$ cat config.mk
export PLATFORM = sky130hd
export DESIGN_NAME = game_sequencer_flat
export DESIGN_NICKNAME = d
export VERILOG_FILES = /design/src/rtl/game_seq_if.sv /design/src/rtl/game_sequencer.sv /design/src/flat_wrapper.sv
export SDC_FILE = /design/constraint.sdc
export NUM_CORES = 1
export LEC_CHECK = 0
export CAP_MARGIN = 10
export CORE_AREA = 2 2 60 67
export CTS_CLUSTER_DIAMETER = 200
export DETAILED_ROUTE_END_ITERATION = 8
export DIE_AREA = 0 0 62 69
export GPL_TIMING_DRIVEN = 1
export MAX_ROUTING_LAYER = met4
export PLACE_DENSITY = 0.82
export SKIP_LAST_GASP = 1
export SLEW_MARGIN = 15
export SYNTH_ARGS = -nofsm -noshare
export SYNTH_HDL_FRONTEND = slang
export SYNTH_SLANG_ARGS = --single-unit
$ cat constraint.sdc
create_clock -name clk -period 6.3 [get_ports clk]
set_clock_uncertainty 0.15 [all_clocks]
set_input_delay 0.945 -clock clk [delete_from_list [all_inputs] [get_ports clk]]
set_output_delay 0.945 -clock clk [all_outputs]
set_load 0.05 [all_outputs]
$ cat src/rtl/game_seq_if.sv
// game_seq_if: control bundle between the game-flow sequencer and the
// sprite/position datapath plus renderer.
//   master : datapath side - drives frame tick, buttons and game status flags,
//            consumes state, level and the action strobes.
//   slave  : sequencer side - the mirror image.
interface game_seq_if;
    logic       frame_tick;
    logic       btn_fire;
    logic       btn_pause;
    logic       bullet_active;
    logic       all_dead;
    logic       alien_hit_player;
    logic       player_at_top;
    logic [2:0] state;
    logic       load_level;
    logic       alien_step;
    logic       alien_down;
    logic       alien_dir;
    logic       fire_grant;
    logic       player_ascend;
    logic [2:0] level;
    logic       game_over;

    modport master (
        output frame_tick, btn_fire, btn_pause, bullet_active, all_dead,
               alien_hit_player, player_at_top,
        input  state, load_level, alien_step, alien_down, alien_dir,
               fire_grant, player_ascend, level, game_over
    );

    modport slave (
        input  frame_tick, btn_fire, btn_pause, bullet_active, all_dead,
               alien_hit_player, player_at_top,
        output state, load_level, alien_step, alien_down, alien_dir,
               fire_grant, player_ascend, level, game_over
    );
endinterface

$ cat src/rtl/game_sequencer.sv
// game_sequencer: game flow controller for the space-invaders design.
// Sequences attract, level start, play, pause, level-clear ascent and game
// over; schedules formation moves from the frame tick and grants fire
// requests against the single bullet. Holds no positions itself.
// Ports:
//   clk  - system clock
//   rst  - synchronous active-high reset
//   bus  - game_seq_if.slave: frame tick, buttons, status flags in;
//          state, level, game_over levels and action strobes out.
// Every output is a register; strobes appear the cycle after their cause.
module game_sequencer #(
    parameter int INIT_PERIOD   = 6,
    parameter int MIN_PERIOD    = 1,
    parameter int STEPS_PER_ROW = 144,
    parameter int MAX_LEVEL     = 7,
    parameter int OVER_HOLD     = 60
) (
    input  logic        clk,
    input  logic        rst,
    game_seq_if.slave   bus
);
    typedef enum logic [2:0] {
        S_IDLE       = 3'd0,
        S_LEVEL_INIT = 3'd1,
        S_PLAY       = 3'd2,
        S_PAUSE      = 3'd3,
        S_WIN_ASCEND = 3'd4,
        S_GAMEOVER   = 3'd5
    } state_t;

    localparam logic [7:0] STEP_LAST = 8'(STEPS_PER_ROW - 1);
    localparam logic [7:0] HOLD_MAX  = 8'(OVER_HOLD);
    localparam logic [2:0] LVL_MAX   = 3'(MAX_LEVEL);
    localparam logic [3:0] PER_INIT  = 4'(INIT_PERIOD);
    localparam logic [3:0] PER_MIN   = 4'(MIN_PERIOD);

    state_t     state_q, state_d;
    logic [2:0] level_q, level_d;
    logic       dir_q, dir_d;
    logic [3:0] frame_q, frame_d;
    logic [7:0] step_q, step_d;
    logic [7:0] hold_q, hold_d;
    logic       fire_prev_q, pause_prev_q;
    logic       load_q, load_d;
    logic       astep_q, astep_d;
    logic       adown_q, adown_d;
    logic       grant_q, grant_d;
    logic       asc_q, asc_d;
    logic       go_q;

    logic       fire_edge, pause_edge;
    logic [3:0] per_shift, period, period_last;

    assign fire_edge  = bus.btn_fire  & ~fire_prev_q;
    assign pause_edge = bus.btn_pause & ~pause_prev_q;

    // Step period halves per level; deep levels shift to zero, so clamp.
    assign per_shift   = PER_INIT >> level_q;
    assign period      = (per_shift < PER_MIN) ? PER_MIN : per_shift;
    assign period_last = period - 4'd1;

    always_ff @(posedge clk) begin
        if (rst) begin
            state_q      <= S_IDLE;
            level_q      <= '0;
            dir_q        <= 1'b1;
            frame_q      <= '0;
            step_q       <= '0;
            hold_q       <= '0;
            fire_prev_q  <= 1'b0;
            pause_prev_q <= 1'b0;
            load_q       <= 1'b0;
            astep_q      <= 1'b0;
            adown_q      <= 1'b0;
            grant_q      <= 1'b0;
            asc_q        <= 1'b0;
            go_q         <= 1'b0;
        end else begin
            state_q      <= state_d;
            level_q      <= level_d;
            dir_q        <= dir_d;
            frame_q      <= frame_d;
            step_q       <= step_d;
            hold_q       <= hold_d;
            fire_prev_q  <= bus.btn_fire;
            pause_prev_q <= bus.btn_pause;
            load_q       <= load_d;
            astep_q      <= astep_d;
            adown_q      <= adown_d;
            grant_q      <= grant_d;
            asc_q        <= asc_d;
            // Registered from next state so it stays aligned with bus.state.
            go_q         <= (state_d == S_GAMEOVER);
        end
    end

    // Strobes depend only on the current state, so an action decoded in the
    // same cycle as a state change still fires.
    always_comb begin
        state_d = state_q;
        level_d = level_q;
        dir_d   = dir_q;
        frame_d = frame_q;
        step_d  = step_q;
        hold_d  = hold_q;
        load_d  = 1'b0;
        astep_d = 1'b0;
        adown_d = 1'b0;
        grant_d = 1'b0;
        asc_d   = 1'b0;
        case (state_q)
            S_IDLE: begin
                if (fire_edge) begin
                    state_d = S_LEVEL_INIT;
                    level_d = '0;
                end
            end
            S_LEVEL_INIT: begin
                load_d  = 1'b1;
                frame_d = '0;
                step_d  = '0;
                dir_d   = 1'b1;
                state_d = S_PLAY;
            end
            S_PLAY: begin
                if (bus.frame_tick) begin
                    if (frame_q == period_last) begin
                        frame_d = '0;
                        if (step_q < STEP_LAST) begin
                            astep_d = 1'b1;
                            step_d  = step_q + 8'd1;
                        end else begin
                            adown_d = 1'b1;
                            dir_d   = ~dir_q;
                            step_d  = '0;
                        end
                    end else begin
                        frame_d = frame_q + 4'd1;
                    end
                end
                // A press while the bullet flies is simply lost.
                if (fire_edge && !bus.bullet_active) grant_d = 1'b1;
                if (bus.alien_hit_player)  state_d = S_GAMEOVER;
                else if (bus.all_dead)     state_d = S_WIN_ASCEND;
                else if (pause_edge)       state_d = S_PAUSE;
            end
            S_PAUSE: begin
                if (pause_edge) state_d = S_PLAY;
            end
            S_WIN_ASCEND: begin
                if (bus.frame_tick) asc_d = 1'b1;
                if (bus.player_at_top) begin
                    level_d = (level_q == LVL_MAX) ? level_q : level_q + 3'd1;
                    state_d = S_LEVEL_INIT;
                end
            end
            S_GAMEOVER: begin
                if (bus.frame_tick && hold_q != HOLD_MAX) hold_d = hold_q + 8'd1;
                // Restart only once the hold has fully elapsed (old value).
                if (fire_edge && hold_q == HOLD_MAX) begin
                    state_d = S_LEVEL_INIT;
                    level_d = '0;
                    hold_d  = '0;
                end
            end
            default: state_d = S_IDLE;
        endcase
    end

    assign bus.state         = state_q;
    assign bus.level         = level_q;
    assign bus.alien_dir     = dir_q;
    assign bus.load_level    = load_q;
    assign bus.alien_step    = astep_q;
    assign bus.alien_down    = adown_q;
    assign bus.fire_grant    = grant_q;
    assign bus.player_ascend = asc_q;
    assign bus.game_over     = go_q;
endmodule

$ cat src/flat_wrapper.sv
// flat-port wrapper written by rule: the top's interface ports become plain ports
module game_sequencer_flat 
#(
    parameter int INIT_PERIOD   = 6,
    parameter int MIN_PERIOD    = 1,
    parameter int STEPS_PER_ROW = 144,
    parameter int MAX_LEVEL     = 7,
    parameter int OVER_HOLD     = 60
)
  (clk, rst, bus_frame_tick, bus_btn_fire, bus_btn_pause, bus_bullet_active, bus_all_dead, bus_alien_hit_player, bus_player_at_top, bus_state, bus_load_level, bus_alien_step, bus_alien_down, bus_alien_dir, bus_fire_grant, bus_player_ascend, bus_level, bus_game_over);
  game_seq_if bus_i ();
  input  logic clk;
  input  logic rst;
  input wire logic [$bits(bus_i.frame_tick)-1:0] bus_frame_tick;
  input wire logic [$bits(bus_i.btn_fire)-1:0] bus_btn_fire;
  input wire logic [$bits(bus_i.btn_pause)-1:0] bus_btn_pause;
  input wire logic [$bits(bus_i.bullet_active)-1:0] bus_bullet_active;
  input wire logic [$bits(bus_i.all_dead)-1:0] bus_all_dead;
  input wire logic [$bits(bus_i.alien_hit_player)-1:0] bus_alien_hit_player;
  input wire logic [$bits(bus_i.player_at_top)-1:0] bus_player_at_top;
  output wire logic [$bits(bus_i.state)-1:0] bus_state;
  output wire logic [$bits(bus_i.load_level)-1:0] bus_load_level;
  output wire logic [$bits(bus_i.alien_step)-1:0] bus_alien_step;
  output wire logic [$bits(bus_i.alien_down)-1:0] bus_alien_down;
  output wire logic [$bits(bus_i.alien_dir)-1:0] bus_alien_dir;
  output wire logic [$bits(bus_i.fire_grant)-1:0] bus_fire_grant;
  output wire logic [$bits(bus_i.player_ascend)-1:0] bus_player_ascend;
  output wire logic [$bits(bus_i.level)-1:0] bus_level;
  output wire logic [$bits(bus_i.game_over)-1:0] bus_game_over;
  assign bus_i.frame_tick = bus_frame_tick;
  assign bus_i.btn_fire = bus_btn_fire;
  assign bus_i.btn_pause = bus_btn_pause;
  assign bus_i.bullet_active = bus_bullet_active;
  assign bus_i.all_dead = bus_all_dead;
  assign bus_i.alien_hit_player = bus_alien_hit_player;
  assign bus_i.player_at_top = bus_player_at_top;
  assign bus_state = bus_i.state;
  assign bus_load_level = bus_i.load_level;
  assign bus_alien_step = bus_i.alien_step;
  assign bus_alien_down = bus_i.alien_down;
  assign bus_alien_dir = bus_i.alien_dir;
  assign bus_fire_grant = bus_i.fire_grant;
  assign bus_player_ascend = bus_i.player_ascend;
  assign bus_level = bus_i.level;
  assign bus_game_over = bus_i.game_over;
  game_sequencer #(.INIT_PERIOD(INIT_PERIOD), .MIN_PERIOD(MIN_PERIOD), .STEPS_PER_ROW(STEPS_PER_ROW), .MAX_LEVEL(MAX_LEVEL), .OVER_HOLD(OVER_HOLD)) u_core (.clk(clk), .rst(rst), .bus(bus_i));
endmodule
* Yosys cells after proc, flatten, opt, wreduce, memory -nomap -nowiden *
Index checks and enable logic that the tools add are counted.

storage, ports and cells
  word-level logic and storage cells = 96
  flip-flop bits (word level) = 35
  output and inout port bits = 13
  bits of input ports = 9

operators by class
  shifts and indexed selects = 1
  bitwise operators = 9
  reductions and logical operators = 16
  add/subtract/negate cells = 5
  magnitude comparators = 2
  equal/unequal tests = 17
  mux-type cells = 32

operator list
  operator                                                                  count
  8-bit two-way mux                                                         5
  3-bit two-way mux                                                         11
  3-bit case mux with 6 select lines                                        1
  8-bit by 1-bit adder with 8-bit output (second input constant)            2
  8-bit case mux with 2 select lines                                        1
  3-bit == test (second input constant)                                     4
  4-bit two-way mux                                                         3
  3-bit case mux with 3 select lines                                        1
  8-bit by 6-bit == test with 1-bit output (second input constant)          1
  8-bit < comparator (second input constant)                                1
  1-bit two-way mux                                                         8
  2-bit inequality test (second input constant)                             4
  8-bit by 6-bit inequality test with 1-bit output (second input constant)  1
  4-bit case mux with 2 select lines                                        1
  1-bit inverter                                                            7
  3-bit by 2-bit == test with 1-bit output (second input constant)          2
  2-bit by 1-bit inequality test with 1-bit output (second input constant)  3
  5-bit AND reduction                                                       1
  4-bit by 1-bit adder with 4-bit output (second input constant)            1
  4-bit == test                                                             1
  4-bit by 1-bit < comparator with 1-bit output (second input constant)     1
  2-bit AND reduction                                                       2
  4-bit AND reduction                                                       1
  2-bit nonzero test                                                        2
  13 further kinds                                                          17

* Depth between registers and ports, before layout *
  depth in word-level cells = 8
  gate-level depth with buffers = 8
  mapped depth without buffers = 7

* Least setup slack after synthesis *
No wires, ideal clock.

  path kind = flip-flop to flip-flop
  start = reg u_core.level_q[1] (netlist: u_core.bus.level[1])
  end = reg u_core.step_q[3]
  path buffers = 1
  library setup time = 0.074 ns
  stages on the path, launching flop included = 8
  slack = 3.706 ns
  data required time = 6.076 ns
  arrival time = 2.370 ns
  period minus slack after synthesis = 2.594 ns
  path through = dfxtp_1 inv_1 ha_1 or4b_1 nor3b_2 a311o_1 buf_6 a31oi_2

between the ends
  word-level cells in the longest chain between the ends = 7

RTL lines
  item                                                                 RTL line               text
  start, declared                                                      game_sequencer.sv:38   logic [2:0] level_q, level_d;
  start signal, assigned                                               game_sequencer.sv:80   level_q <= level_d;
  3-bit by 3-bit right shift with 4-bit output *                       game_sequencer.sv:58   assign per_shift = PER_INIT >> level_q;
  4-bit by 1-bit < comparator with 1-bit output                        game_sequencer.sv:59   assign period = (per_shift < PER_MIN) ? PER_MIN : per_shift;
  4-bit two-way mux *                                                  game_sequencer.sv:59
  4-bit by 1-bit subtractor with 4-bit output *                        game_sequencer.sv:60   assign period_last = period - 4'd1;
  4-bit == test *                                                      game_sequencer.sv:127  if (frame_q == period_last) begin
  2-bit by 1-bit inequality test with 1-bit output (no source line) *  n/a
  3-bit AND reduction (no source line) *                               n/a
  end signal, assigned                                                 game_sequencer.sv:83   step_q <= step_d;
  end, declared                                                        game_sequencer.sv:41   logic [7:0] step_q, step_d;

Mark *: on every way between the ends. The rest lies on a longest branch, timed or not.
A chain may end at the register's enable or synchronous reset.

==> run summary <==
Status: completed
Fraction of post-synthesis cell area in the top cell type by area: 36.9%
Crit-path slowest cell: clkdlybuf4s50_1
Port-buffer cells: 21
DRC Markers: 0
R2R setup slack: 3.64 ns
CTS sink count: 35
Cells on Worst Hold Path: 1
Top Layer Used: met4
Post-synth ARST share: 0%
RSZ-0062 raised after global routing: no
Cell family with most CP delay: compound AO/OA/AOI/OAI gates
Mapped cell area: 0.00190 mm²
Worst reg-to-reg path cell count: 7
Syn avg cell area: 8.88 µm²
MaxCap Viol Count: 0
Peak supply drop: 0.108 mV
P_leak: 0.793 nW
Max clock buf depth: 2
Standard-cell rows: 23
Area Overhead vs Synth: 17.6%
Hold path start: u_core.step_q[3]
Crit path kind: in -> reg
Largest cells by area after synthesis: dfxtp_1, ha_1, nand2_1, xnor2_1, nor2_1
Grt ovf: 0
Cell taking the most area after synthesis: dfxtp_1
Power Density: 212 mW/mm²
Post-synth EDFFs: 0
Max_slew headroom: 57.6%
Antenna diodes: 0
Flops & latches, synth: 35
Crit path time final: 3.25 ns
Total CTS buffers: 5
CTS tree: yes
Clock Tree Root: clkbuf_8
DRT antenna net count: 0
GP Congestion: 0.837
Worst-Skew Late Latency: 0.28 ns
Critical path arrival: 3.32 ns
Max Fclk: 307 MHz
Prevailing post-synth register cell: dfxtp_1
Final HPWL DP: 2.71 mm
Synth unique cells: 51
Final nets: 250
Worst Tran Pin Value: 0.634 ns
Worst Path Required: 6.36 ns
Period utilization: 51.6%
Post-synthesis sequential area ratio: 36.9%
Vias per cell: 5.66
Worst Hold End: u_core.step_q[3]
I/O pins: 22
Clk slew on worst S/H paths: 0.07 ns
Post-Syn Nets: 230
Min Hold Slack: 0.350 ns
Gr usage total: 21.5%
Die Wd: 62 µm
Met1 WL: 1.73 mm
Wirelength per Cell: 13.4 µm
H-tree Lvls: 2
Reg-to-Reg End: u_core.step_q[3]
HP Class: reg -> reg
Startpoint type of the worst setup path: primary input
First-pass GRT wire length: 6.87 mm
CP Max Fanout: 20
TNS Setup: 0 ns
Final setup violation count: 0
Layout Utilization: 62.2%
Setup bufs post-CTS: 0
First-pass DRT Iterations: 4
Die span in y: 69 µm
Post-Route WL: 3.80 mm
Vias in the first global route: 1,532
Met2 wire length: 1.86 mm
Slowest Stage Delay on Critical Path: 0.73 ns
Worst r2r src: u_core.bus.level[1]
WL met3: 121 µm
Final hold violations: 0
Total number of vias: 1,608
Syn Inst Count: 214
Critical Path Sink Type: register
Final Max Tran Viols: 0
Share of layout cells above drive strength 1: 8.97%
Initial antenna violation count: 0
Largest net degree at the start of global routing: 21
Post-cts resize count: 0
Core area: 0.00360 mm²
CP bufs+invs: 1
CP cell instances: clkdlybuf4s50_1 > nor4b_1 > o2111ai_1 > a2111oi_4 > a41oi_1 > a31oi_2
Die footprint: 0.00428 mm²
DRT iter0 DRCs: 80
Starting density of the core: 52.8%
Warnings from Yosys: 0
Hold buffer count at cts: 0
layout make-up:
type | count | area (µm²)
clock buffers | 6 | 72.6
clock inverters | 1 | 30.0
fillers | 319 | 1360
inverters | 8 | 30.0
multi-input cells | 163 | 1130
flip-flops and latches | 35 | 701
well taps | 50 | 62.6
repair buffers | 21 | 210
flip-flops by register name, indices dropped and copies added (netlist names):
name                      count
u_core.bus.alien_dir          1
u_core.bus.alien_down         1
u_core.bus.alien_step         1
u_core.bus.fire_grant         1
u_core.bus.game_over          1
u_core.bus.level              3
u_core.bus.load_level         1
u_core.bus.player_ascend      1
u_core.bus.state              3
u_core.fire_prev_q            1
u_core.frame_q                4
u_core.hold_q                 8
u_core.pause_prev_q           1
u_core.step_q                 8
report_power, final:
| group | switching [mW] | leakage, nW | internal [mW] |
|---|---|---|---|
| combinational | 0.0282 | 0.459 | 0.0219 |
| clock | 0.0750 | 0.0513 | 0.116 |
| sequential | 0.00798 | 0.283 | 0.225 |
cell families (layout without fill, tap and decap cells):
logic type	count (synthesis)	after routing	synth area share (%)
flops	35	35	36.9
simple gates	93	93	27.1
xor+xnor	9	9	4.15
buf+inv	16	36	3.69
compound gates	49	49	21.0
fa+ha+maj	7	7	4.61
mux	5	5	2.63
cells in the mapped netlist (3+ instances only):
| master | number |
|---|---|
| a31oi_1 | 3 |
| a211oi_1 | 3 |
| o22a_1 | 3 |
| dfxtp_1 | 35 |
| a31oi_2 | 4 |
| mux2i_1 | 5 |
| nand3_1 | 10 |
| xnor2_1 | 8 |
| and3b_1 | 3 |
| inv_1 | 8 |
| nor3_1 | 6 |
| a21oi_1 | 11 |
| nand2_1 | 19 |
| nor2b_1 | 7 |
| ha_1 | 7 |
| clkbuf_1 | 5 |
| o21ai_0 | 6 |
| nor2_1 | 17 |
| nand2b_1 | 9 |
| and3_1 | 5 |
worst max path at each step:
stage / start / slack, ns / cells past startpoint / to
final: rst / 3.05 / 6 / u_core.step_q[6]
after global routing: rst / 2.90 / 6 / u_core.step_q[6]
after CTS: rst / 3.08 / 6 / u_core.step_q[6]
after detailed placement: rst / 2.80 / 6 / u_core.step_q[6]
after global placement: rst / 2.86 / 6 / u_core.step_q[6]
after floorplan: u_core.bus.level[1] / 3.71 / 7 / u_core.step_q[3]
metrics by stage:
stage / setup slack, ns / power (mW) / std cells / instance area [µm²]
detailed placement: 2.80 / 0.288 / 277 / 2130
finish: 3.05 / 0.474 / 284 / 2240
global placement: 2.86 / 0.287 / 277 / 2130
global route: 2.90 / 0.497 / 284 / 2240
CTS: 3.08 / 0.481 / 284 / 2240
floorplan: 3.71 / 0.274 / 214 / 1900
routing by layer:
| metal | GRT usage, % | up-vias |
|---|---|---|
| li1 | - | 811 |
| met1 | 27.8 | 747 |
| met2 | 30.8 | 40 |
| met3 | 5.44 | 10 |
| met4 | 9.93 | 0 |
| met5 | - | - |
cells in the final DEF, fill, tap and decap left out, types with 7 or more instances in the layout:
cell type        Yosys  layout
nand2_1             19      19
xnor2_1              8       8
nor2_1              17      17
ha_1                 7       7
nand2b_1             9       9
a21oi_1             11      11
clkdlybuf4s50_1      0      21
nand3_1             10      10
inv_1                8       8
dfxtp_1             35      35
nor2b_1              7       7
Note: power is estimated with default switching activity, not from simulation.
